[src/rtl/satatrn_pkg.sv]
// rtl/satatrn_pkg.sv - shared SATA transport-layer constants and types
//
// FIS_DATA          : FIS type code of a DATA FIS, used as the inserted header word
// SATA_MAXFIS_WORDS : largest FIS in 32-bit words (header + 2048 payload dwords)
// txmux_state_t     : transmit mux packet state
package satatrn_pkg;

    localparam logic [7:0] FIS_DATA          = 8'h46;
    localparam int         SATA_MAXFIS_WORDS = 2049;

    typedef enum logic [1:0] {
        TX_IDLE  = 2'd0,
        TX_PKT   = 2'd1,
        TX_DRAIN = 2'd2
    } txmux_state_t;

endpackage

[src/rtl/satatrn_txmux_arb.sv]
// rtl/satatrn_txmux_arb.sv - combinational winner select: first eligible at/after ptr
//
// Ports:
//   eligible  in   NCH        per-channel request
//   ptr       in   CW         search start; tie to 0 for fixed lowest-index priority
//   any       out  1          at least one channel eligible
//   win       out  CW         winning channel index (0 when none)
//   onehot    out  NCH        winning channel one-hot (all zero when none)
module satatrn_txmux_arb #(
    parameter int NCH = 3
) (
    input  logic [NCH-1:0]         eligible,
    input  logic [$clog2(NCH)-1:0] ptr,
    output logic                   any,
    output logic [$clog2(NCH)-1:0] win,
    output logic [NCH-1:0]         onehot
);

    localparam int CW = $clog2(NCH);

    // Walk the ring from the far end back toward ptr so the entry closest to
    // ptr is the last one written and therefore the winner.
    always_comb begin : pick
        int idx;
        any    = 1'b0;
        win    = '0;
        onehot = '0;
        idx    = 0;
        for (int k = NCH - 1; k >= 0; k--) begin
            idx = int'(ptr) + k;
            if (idx >= NCH) begin
                idx = idx - NCH;
            end
            if (eligible[idx]) begin
                any = 1'b1;
                win = CW'(idx);
            end
        end
        onehot[win] = any;
    end

endmodule

[src/rtl/satatrn_txmux.sv]
// rtl/satatrn_txmux.sv - packet-atomic N-channel transmit arbiter onto the link-layer stream
//
// Optional feature macro: SATATRN_TXMUX_ROUNDROBIN_EN (round-robin between packets;
// fixed lowest-index priority when undefined).
//
// Ports:
//   i_clk     in   1             PHY clock
//   i_reset   in   1             asynchronous active-high reset
//   i_valid   in   NCH           per-channel word valid
//   o_ready   out  NCH           per-channel word accept (combinational)
//   i_data    in   NCH*DW        channel c word in bits [c*DW +: DW]
//   i_last    in   NCH           per-channel end of packet
//   i_txgate  in   NCH           start permission for header-inserting channels
//   o_valid   out  1             output word valid
//   i_ready   in   1             link-layer accept
//   o_data    out  DW            output word
//   o_last    out  1             output end of packet
//   o_chan    out  clog2(NCH)    channel owning o_data
//   o_trunc   out  1             pulse: packet cut at MAXBEATS
module satatrn_txmux
    import satatrn_pkg::*;
#(
    parameter int              NCH          = 3,
    parameter int              DW           = 32,
    parameter logic [NCH-1:0]  HDR_MASK     = 3'b010,
    parameter logic [DW-1:0]   HDR_WORD     = DW'(FIS_DATA),
    parameter int              MAXBEATS     = SATA_MAXFIS_WORDS,
    parameter bit              OPT_LOWPOWER = 1'b0
) (
    input  logic                   i_clk,
    input  logic                   i_reset,
    input  logic [NCH-1:0]         i_valid,
    output logic [NCH-1:0]         o_ready,
    input  logic [NCH*DW-1:0]      i_data,
    input  logic [NCH-1:0]         i_last,
    input  logic [NCH-1:0]         i_txgate,
    output logic                   o_valid,
    input  logic                   i_ready,
    output logic [DW-1:0]          o_data,
    output logic                   o_last,
    output logic [$clog2(NCH)-1:0] o_chan,
    output logic                   o_trunc
);

    localparam int                CW       = $clog2(NCH);
    localparam int                LGMAX    = $clog2(MAXBEATS + 1);
    localparam logic [LGMAX-1:0]  TRUNC_AT = LGMAX'(MAXBEATS - 1);

    logic [DW-1:0]    ch_data [NCH];
    txmux_state_t     state, state_nxt;
    logic [CW-1:0]    grant, grant_nxt;
    logic [LGMAX-1:0] count, count_nxt;
    logic             valid_nxt, last_nxt, trunc_nxt;
    logic [DW-1:0]    data_nxt;
    logic [CW-1:0]    chan_nxt;
    logic [NCH-1:0]   eligible, ready_c, arb_onehot;
    logic             arb_any;
    logic [CW-1:0]    arb_win, rr_ptr;
    logic             advance;

    for (genvar g = 0; g < NCH; g++) begin : g_slice
        assign ch_data[g] = i_data[g*DW +: DW];
    end

    // Single output register: it may load whenever it is empty or being drained.
    assign advance  = !o_valid || i_ready;

    // Header channels may only start once the transport layer opens their gate.
    assign eligible = i_valid & (~HDR_MASK | i_txgate);

    satatrn_txmux_arb #(
        .NCH (NCH)
    ) u_arb (
        .eligible (eligible),
        .ptr      (rr_ptr),
        .any      (arb_any),
        .win      (arb_win),
        .onehot   (arb_onehot)
    );

    always_comb begin
        state_nxt = state;
        grant_nxt = grant;
        count_nxt = count;
        valid_nxt = o_valid;
        data_nxt  = o_data;
        last_nxt  = o_last;
        chan_nxt  = o_chan;
        trunc_nxt = 1'b0;
        ready_c   = '0;

        case (state)
            TX_IDLE: begin
                if (advance) begin
                    if (arb_any) begin
                        grant_nxt = arb_win;
                        chan_nxt  = arb_win;
                        count_nxt = LGMAX'(1);
                        valid_nxt = 1'b1;
                        if (HDR_MASK[arb_win]) begin
                            // Header occupies the first beat; the channel's
                            // first word waits for the PKT state.
                            data_nxt  = HDR_WORD;
                            last_nxt  = 1'b0;
                            state_nxt = TX_PKT;
                        end else begin
                            ready_c   = arb_onehot;
                            data_nxt  = ch_data[arb_win];
                            last_nxt  = i_last[arb_win];
                            state_nxt = i_last[arb_win] ? TX_IDLE : TX_PKT;
                        end
                    end else begin
                        valid_nxt = 1'b0;
                    end
                end
            end

            TX_PKT: begin
                if (advance) begin
                    ready_c[grant] = 1'b1;
                    valid_nxt      = i_valid[grant];
                    if (i_valid[grant]) begin
                        data_nxt  = ch_data[grant];
                        last_nxt  = i_last[grant];
                        count_nxt = count + LGMAX'(1);
                        if (i_last[grant]) begin
                            state_nxt = TX_IDLE;
                        end else if (count == TRUNC_AT) begin
                            // Oversized packet: close it off on the link and
                            // swallow the remainder of the source packet.
                            last_nxt  = 1'b1;
                            trunc_nxt = 1'b1;
                            state_nxt = TX_DRAIN;
                        end
                    end
                end
            end

            TX_DRAIN: begin
                ready_c[grant] = 1'b1;
                if (advance) begin
                    valid_nxt = 1'b0;
                end
                if (i_valid[grant] && i_last[grant]) begin
                    state_nxt = TX_IDLE;
                end
            end

            default: begin
                state_nxt = TX_IDLE;
            end
        endcase

        if (OPT_LOWPOWER && !valid_nxt) begin
            data_nxt = '0;
            last_nxt = 1'b0;
        end
    end

    // Nothing is accepted while reset is held, so no word is lost from a source.
    assign o_ready = i_reset ? '0 : ready_c;

    always_ff @(posedge i_clk or posedge i_reset) begin
        if (i_reset) begin
            state   <= TX_IDLE;
            grant   <= '0;
            count   <= '0;
            o_valid <= 1'b0;
            o_data  <= '0;
            o_last  <= 1'b0;
            o_chan  <= '0;
            o_trunc <= 1'b0;
        end else begin
            state   <= state_nxt;
            grant   <= grant_nxt;
            count   <= count_nxt;
            o_valid <= valid_nxt;
            o_data  <= data_nxt;
            o_last  <= last_nxt;
            o_chan  <= chan_nxt;
            o_trunc <= trunc_nxt;
        end
    end

`ifdef SATATRN_TXMUX_ROUNDROBIN_EN
    // A packet ends exactly when a source word carrying i_last is accepted;
    // the owner then drops to the back of the ring.
    logic [NCH-1:0] ended;
    logic [CW-1:0]  ended_chan;

    assign ended = ready_c & i_valid & i_last;

    always_comb begin
        ended_chan = '0;
        for (int c = 0; c < NCH; c++) begin
            if (ended[c]) begin
                ended_chan = CW'(c);
            end
        end
    end

    always_ff @(posedge i_clk or posedge i_reset) begin
        if (i_reset) begin
            rr_ptr <= '0;
        end else if (|ended) begin
            rr_ptr <= (ended_chan == CW'(NCH - 1)) ? '0 : ended_chan + CW'(1);
        end
    end
`else
    assign rr_ptr = '0;
`endif

endmodule
[config.mk]
export PLATFORM = sky130hd
export DESIGN_NAME = satatrn_txmux
export DESIGN_NICKNAME = d
export VERILOG_FILES = /design/src/rtl/satatrn_pkg.sv /design/src/rtl/satatrn_txmux_arb.sv /design/src/rtl/satatrn_txmux.sv
export SDC_FILE = /design/constraint.sdc
export NUM_CORES = 1
export LEC_CHECK = 0
export CORE_MARGIN = 4
export CORE_UTILIZATION = 42
export DETAILED_ROUTE_END_ITERATION = 7
export GPL_ROUTABILITY_DRIVEN = 1
export PLACE_DENSITY = 0.77
export SETUP_SLACK_MARGIN = 0.5
export SKIP_LAST_GASP = 1
export SLEW_MARGIN = 0
export SYNTH_ARGS = -nofsm -noshare
export SYNTH_HDL_FRONTEND = slang
export SYNTH_HIERARCHICAL = 1
export SYNTH_SLANG_ARGS = --single-unit
[constraint.sdc]
create_clock -name i_clk -period 2.9 [get_ports i_clk]
set_input_delay 0.58 -clock i_clk [delete_from_list [all_inputs] [get_ports i_clk]]
set_output_delay 0.58 -clock i_clk [all_outputs]
set_load 0.02 [all_outputs]
==> results by group, run 1 <==
Status
  • Status: finished, final reports clean

Synthesis
  • Avg Synthesized Cell Area: approximately 8.4 sq um
  • Synth area leaders: dfrtp_1, nand2_1, mux2i_1, mux2_2, a22oi_1
  • Synth cell types: 48
  • Share of the synthesized area in the top cell type: roughly a third
  • FFs w/ async S/R, synth: 100%
  • Most common cell in the netlist: nand2_1
  • Post-Synthesis Cells: between 400 and 500
  • Synth top cells by count: nand2_1, dfrtp_1, o21ai_0
  • Top FF cell, synth: dfrtp_1
  • Yosys reg bits: 51
  • Post-synth EDFFs: 0
  • Post-synthesis sequential area ratio: between 30% and 40%
  • Yosys top cell by area: dfrtp_1
  • Mapped Area: a little under 0.004 sq mm
  • Total of warnings raised by yosys: 6

Detailed routing
  • Starting DRT DRC Count: 129
  • First-pass detailed-route iteration total: 4
  • Wirelength per Cell: 16.5 um
  • # DRC: 0
  • Routed Antenna Nets: 0
  • Via density: approximately 5.5
  • Vias: a little over 4,000
  • DRT Wirelength: around 12,000 um

Placed design
  • GP Congestion: around 0.9
  • Hpwl dp: between 9000 and 10,000 um
  • Port bufs: roughly 150
  • Placed cell areas: about 0.0057 sq mm

Clock tree
  • Total CTS buffers: 5
  • Clk buf depth: 2
  • Clock-pin slew on the worst setup and hold paths: around 90 ps
  • Hold-fix buffers, CTS: 0
  • Worst skew pair latency: a little over 300 ps
  • Root Driver: clkbuf_8
  • Sinks on Clock Net: between 50 and 60
  • Clock H-tree levels: 2
  • CTS tree: built

Timing
  • Fin Clk Skew: about 9.5 ps
  • RSZ-0062 raised after global routing: true
  • Final setup viols: 0
  • Peak Freq: around 400 MHz
  • Slew margin rel.: between 60% and 70%
  • Endpoints failing hold: 0
  • Count of pins over their slew limit: 0
  • Min Tclk post-route: around 2500 ps
  • Hold slack: ~470 ps
  • Period utilization: just under 90%
  • Tightest Pin Transition: 498 ps

Power and ir drop
  • Static leakage: ~2.4 nW
  • Worst IR Drop VDD: approximately 300 uV
  • Pwr dens: between 700 and 800 mW/mm^2

Cells and area
  • Ant. Diodes: 0
  • Footprint of the multi-input gates: ~0.0025 sq mm
  • Post-synthesis to final-layout area growth: 50.2%
  • Nets: between 700 and 800
  • Layout cells sized above 1: a little under a fifth
  • Fill cells: about 770
  • FF/Latch Area: 0.00128 sq mm
  • Final instance area: just under 0.006 sq mm

Worst setup path
  • Worst-path fanout max: 3
  • CP cell instances: buf_8 -> mux2i_1 -> a2bb2oi_2 -> mux2i_2 -> a21boi_4 -> a22oi_2 -> nor3_2 -> buf_4
  • Crit path capture type: output pin
  • CP max-delay cell: mux2i_2
  • WP buf/inv: 2
  • Crit path max-delay family: compound AO/OA/AOI/OAI gates
  • Delay of the slowest critical-path stage: 350 ps
  • Worst Path Required: 2320 ps
  • Worst Path Arrival: around 1900 ps
  • WS Path Type: primary input to output pin
  • Startpoint types: primary input

Floorplanning
  • IO Count: between 100 and 150
  • Initial Util: around 44%
  • Die height: around 100 um
  • Die X: roughly 100 um
  • Core area: slightly below 0.009 sq mm
  • Die ar.: 0.0109 sq mm
  • Std-Cell Rows: 34

Global routing
  • First-pass GRT wire length: 19,900 um
  • Antenna violations before repair: 0
  • Vias in the first global route: roughly 4,200
  • Largest net degree at the start of global routing: 33
  • GRT Overall Usage: a little over a fifth
  • GR Overflow Total: 0

Hold path
  • Hold WC Path Type: flip-flop to flip-flop

Job
  • Max_cap viols: 0
[registers in the layout, summed over array words and instances (netlist names)]
signal / flops
state: 2
o_valid: 1
o_last: 1
o_data: 32
grant: 2
o_trunc: 1
count: 12
[report_power, final]
| part | leakage (nW) | internal, W | switching, W | total (W) |
|---|---|---|---|---|
| Combinational | 1.75 | 0.00139 | 0.00161 | 0.00300 |
| Sequential | 0.654 | 0.000972 | 0.000186 | 0.00116 |
| Clock | 0.0412 | 0.000169 | 0.000244 | 0.000414 |
| Total | 2.45 | 0.00254 | 0.00204 | 0.00457 |
[tightest hold or removal path, delay by kind of cell (launching register included)]
| family | cells | cell delay (ps) |
|---|---|---|
| flops | 1 | 350 |
| simple gates | 2 | 90 |
[per-stage QoR]
stage / total power (W) / setup TNS [ps] / setup WS, ps / utilization [%] / instances
3_5_place_dp: 0.00411 / -1330 / -509 / 64.1 / 722
2_1_floorplan: 0.00284 / 0 / 466 / - / 469
5_1_grt: 0.00493 / 0 / 324 / 66.0 / 734
3_3_place_gp: 0.00403 / -1240 / -475 / 64.1 / 722
4_1_cts: 0.00457 / 0 / 401 / 65.5 / 731
6_report: 0.00457 / 0 / 391 / 66.0 / 734
[cell families after synthesis]
logic type                 after synthesis  synth area share (%)
buffers and inverters                   46                  4.96
AOI/OAI and AO/OA                      121                  20.0
adders and majority gates                9                  2.90
muxes                                   72                  19.6
and+or+nand+nor                        162                  19.0
DFF                                     51                  32.8
other                                    1                0.0965
xor gates and xnor gates                 3                 0.676
[cell type report]
cell class                 count  share of cell area (%)
clock buffer                   6                    1.24
timing repair buffer         180                    29.8
tap                          108                    2.31
clock inverter                 2                   0.214
inverter                      15                    1.01
multi-input combinational    372                    43.5
sequential                    51                    21.9
[cell usage in the layout (no fill, tap or decap), types with 4 or more instances in the layout]
| cell type | netlist | layout |
|---|---|---|
| dfrtp_1 | 51 | 50 |
| mux2i_1 | 40 | 38 |
| nor3_2 | 0 | 4 |
| o21ai_0 | 44 | 43 |
| o21ai_1 | 11 | 12 |
| nor3_1 | 13 | 9 |
| a22oi_1 | 31 | 30 |
| nor2_1 | 7 | 5 |
| clkdlybuf4s50_1 | 0 | 137 |
| inv_1 | 15 | 13 |
| conb_1 | 1 | 5 |
| mux2_2 | 32 | 32 |
| buf_4 | 0 | 33 |
| clkbuf_8 | 0 | 5 |
| ha_1 | 9 | 8 |
| nand2_1 | 108 | 107 |
| a22o_1 | 4 | 4 |
| nand3_1 | 7 | 6 |
| a21oi_1 | 14 | 10 |
[path summary, 6_finish.rpt]
path / slack (ps) / endpoint / start / depth (start not counted)
max: 390 / o_ready[2] / i_valid[0] / 8
min: 470 / o_data[8]$_DFFE_PP0P_ / o_data[8]$_DFFE_PP0P_ / 2
max reg2reg: 640 / count[6]$_DFFE_PP0P_ / state[1]$_DFFE_PP0P_ / 8
min reg2reg: 470 / o_data[8]$_DFFE_PP0P_ / o_data[8]$_DFFE_PP0P_ / 2
max in group asynchronous: 1710 / count[3]$_DFFE_PP0P_ / i_reset / 3
min in group asynchronous: 600 / grant[1]$_DFFE_PP0P_ / i_reset / 2
[routing by layer]
layer  GRT usage (%)  share of wire (%)
met1            26.6                 43
met2            37.8                 50
met3            5.09                5.5
met4            6.08                2.2
met5               0                  0
[repair_timing]
| item | in CTS | in global routing |
|---|---|---|
| endpoints found under the setup margin | 40 | 3 |
| gates resized for setup | 44 | 5 |
| buffers inserted | 1 | 3 |
| pin swaps | 9 | 4 |
| gates cloned | 0 | 0 |
| endpoints found under the hold margin | 0 | 0 |
(Power assumes the default switching activity.)
==> run 2, diff against run 1 <==
--- a/config.mk
+++ b/config.mk
@@ -6,10 +6,10 @@
 export NUM_CORES = 1
 export LEC_CHECK = 0
 export CORE_MARGIN = 4
-export CORE_UTILIZATION = 42
+export CORE_UTILIZATION = 41
 export DETAILED_ROUTE_END_ITERATION = 7
 export GPL_ROUTABILITY_DRIVEN = 1
-export PLACE_DENSITY = 0.77
+export PLACE_DENSITY = 0.78
 export SETUP_SLACK_MARGIN = 0.5
 export SKIP_LAST_GASP = 1
 export SLEW_MARGIN = 0
==> constraint.sdc (replaced) <==
create_clock -name i_clk -period 2.01 [get_ports i_clk]
set_input_delay 0.402 -clock i_clk [delete_from_list [all_inputs] [get_ports i_clk]]
set_output_delay 0.402 -clock i_clk [all_outputs]
set_load 0.02 [all_outputs]
==> run 2 against run 1 <==
- the flow now finishes with violations (negative setup slack)
- critical path depth is 2 higher
- clock skew rose by 2.1 ps
- sequential share of layout area shrank 4.3 points
- core utilization grew 13 points
- sequential power rose by 50%
- critical endpoint is now o_ready[0]
- largest cell class unchanged
==> results by group, run 2 (synthesis results as in run 1) <==
Power and ir drop
  • Final Power: 0.00934 W (was 0.00457 W)
  • Static leakage: 3.16 nW (was 2.45 nW)
  • Pwr dens: 1280 mW/mm^2 (was 783 mW/mm^2)
  • Worst IR Drop VDD: 641 uV (was 307 uV)

Cells and area
  • Ant. Diodes: 0 (unchanged)
  • Layout cells sized above 1: 40.3% (was 18.1%)
  • Fill cells: 547 (was 765)
  • Largest register FFs: 32 (unchanged)
  • Largest regs: o_data (32), count (12) (unchanged)
  • Post-synthesis to final-layout area growth: 87.2% (was 50.2%)
  • Most common cell after layout, fill and taps aside: clkdlybuf4s50_1 (unchanged)
  • Post-Layout Cell Count: 829 (was 734)
  • Nets: 816 (was 742)
  • Biggest register: o_data (unchanged)
  • Commonest cells after routing, fill and taps aside: clkdlybuf4s50_1, nand2_1, buf_4 (was clkdlybuf4s50_1, nand2_1, dfrtp_1)

Worst setup path
  • WS Path Type: primary input to output pin (unchanged)
  • Worst R2R Path Depth: 13 (was 8)
  • Delay of the slowest critical-path stage: 250 ps (was 350 ps)
  • CP max-delay cell: a2bb2oi_4 (was mux2i_2)
  • R2r setup slk: -140 ps (was 640 ps)
  • Startpoint types: primary input (unchanged)
  • Worst Path Arrival: 1810 ps (was 1930 ps)
  • Crit. path cell count: 10 (was 8)
  • WP buf/inv: 3 (was 2)
  • Worst Path Required: 1610 ps (was 2320 ps)
  • Crit path max-delay family: compound AO/OA/AOI/OAI gates (unchanged)
  • CP cell instances: buf_6 -> mux2i_4 -> a2bb2oi_4 -> buf_4 -> nand2_1 -> o22a_1 -> nor2_1 -> a21oi_2 -> nor3_2 -> buf_4 (was buf_8 -> mux2i_1 -> a2bb2oi_2 -> mux2i_2 -> a21boi_4 -> a22oi_2 -> nor3_2 -> buf_4)
  • Worst-path fanout max: 4 (was 3)
  • Most common cell on crit path: buf_4
  • Crit path capture type: output pin (unchanged)

Floorplanning
  • Initial Util: 42.1% (was 43.9%)
  • Std-Cell Rows: 35 (was 34)
  • Die height: 105 um (was 104 um)
  • IO Count: 148 (unchanged)
  • Core area: 0.00924 sq mm (was 0.00885 sq mm)
  • Die ar.: 0.0111 sq mm (was 0.0109 sq mm)
  • Die X: 105 um (was 104 um)

Timing
  • Peak Freq: 451 MHz
  • Final setup viols: 47 (was 0)
  • Tightest Pin Transition: 598 ps (was 498 ps)
  • Period utilization: 110%
  • Endpoints failing hold: 0 (unchanged)
  • Hold slack: 486 ps (was 471 ps)
  • Fin Clk Skew: 11.7 ps (was 9.51 ps)
  • Final worst slack: -205 ps (was 391 ps)
  • Min Tclk post-route: between 2000 and 2500 ps
  • RSZ-0062 raised after global routing: true (unchanged)
  • Total negative slack: -4130 ps (was 0 ps)
  • Slew margin rel.: 60.1% (was 66.5%)
  • Count of pins over their slew limit: 0 (unchanged)

Clock tree
  • Total CTS buffers: 5 (unchanged)
  • Root Driver: clkbuf_8 (unchanged)
  • Clock H-tree levels: 2 (unchanged)
  • Clock-pin slew on the worst setup and hold paths: 90 ps (about the same)
  • Sinks on Clock Net: 51 (unchanged)
  • CTS tree: built (unchanged)
  • Worst skew pair latency: 310 ps (about the same)
  • Clk buf depth: 2 (unchanged)

Status
  • Failing checks: negative setup slack
  • Status: complete, but fails checks (was finished, final reports clean)

Detailed routing
  • Vias: 4,868 (was 4,067)
  • # DRC: 0 (unchanged)
  • Via density: 5.87 (was 5.54)
  • First-pass detailed-route iteration total: 5 (was 4)
  • DRT Wirelength: 17,700 um (was 12,100 um)
  • Starting DRT DRC Count: 274 (was 129)
  • Routed Antenna Nets: 0 (unchanged)
  • Wirelength per Cell: 21.3 um (was 16.5 um)

Hold path
  • Hold Crit Depth: 2 (unchanged)
  • Hold WC Path Type: flip-flop to flip-flop (unchanged)

Placed design
  • Hpwl dp: 9890 um (was 9310 um)
  • Post-Place Cells: 763 (was 722)
  • Port bufs: 145 (unchanged)
  • GP Congestion: 0.858 (was 0.881)

Global routing
  • Antenna violations before repair: 0 (unchanged)
  • Largest net degree at the start of global routing: 35 (was 33)
  • GRT Overall Usage: 27.6% (was 21.7%)
  • GR Overflow Total: 0 (unchanged)
  • First-pass GRT wire length: 25,000 um (was 19,900 um)
  • Vias in the first global route: 4,914 (was 4,228)

Job
  • Max_cap viols: 0 (unchanged)
==> run 2: cell types whose count changed in the layout (fill, tap and decap cells not counted), sizes merged <==
cell,change
buf,+74
clkdlybuf4s50,-37
dlygate4sd2,+33
clkbuf,+1
clkdlybuf4s15,+1
clkinvlp,+1
inv,-1
nand3,+1
nor2,+1
==> run 2: repair_timing <==
action                     CTS  global route
buffers inserted            33            16
resized for setup          163            66
hold buffers                 0             0
cloned                       9             0
pin swaps                   52            36
setup endpoints to repair   91            55
==> run 2: per-stage QoR <==
stage          worst slack [ps]  instance area, sq um  utilization (%)
4_1_cts                    -198                  6890             74.6
3_3_place_gp               -941                  6020             65.1
3_5_place_dp              -1050                  6020             65.1
6_report                   -205                  7280             78.8
5_1_grt                    -306                  7280             78.8
2_1_floorplan             -68.2                  4170                -
==> run 2: report_power, final <==
part	total [W]	switching, W	internal (W)
Clock	0.000655	0.000373	0.000282
Sequential	0.00174	0.000335	0.00141
Combinational	0.00694	0.00350	0.00344
Total	0.00934	0.00421	0.00513
==> run 2: per-layer routing <==
metal  up-vias  routed length, um  track usage [%]
met1      2382               6660             32.4
met3        71               1210             4.90
met4         0                833             10.8
met2       277               8980             49.6
li1       2138                  -                -
met5         -                  0                0
==> run 2: path summary, 6_finish.rpt <==
kind / start / endpoint
worst max-delay path: i_valid[0] / o_ready[0]
worst min-delay path: o_data[8]$_DFFE_PP0P_ / o_data[8]$_DFFE_PP0P_
worst max register to register: state[1]$_DFFE_PP0P_ / o_data[14]$_DFFE_PP0P_
worst min register to register: o_data[8]$_DFFE_PP0P_ / o_data[8]$_DFFE_PP0P_
max in group asynchronous: i_reset / count[9]$_DFFE_PP0P_
min in group asynchronous: i_reset / o_data[31]$_DFFE_PP0P_
==> run 2: cell type report <==
type                            instances  area (sq um)  area share [%]
Timing Repair Buffer                  252          2620            36.0
Inverter                               15          62.6           0.860
Clock buffer                            6          82.6            1.13
Clock inverter                          2          16.3           0.223
Sequential cell                        51          1280            17.6
Multi-Input combinational cell        374          3060            42.0
Tap cell                              129           161            2.22
==> run 2: tightest hold or removal path: cells and delay by family (launching register included) <==
family           cells  cell delay, ps
flip-flops           1             350
AND/OR/NAND/NOR      2             110
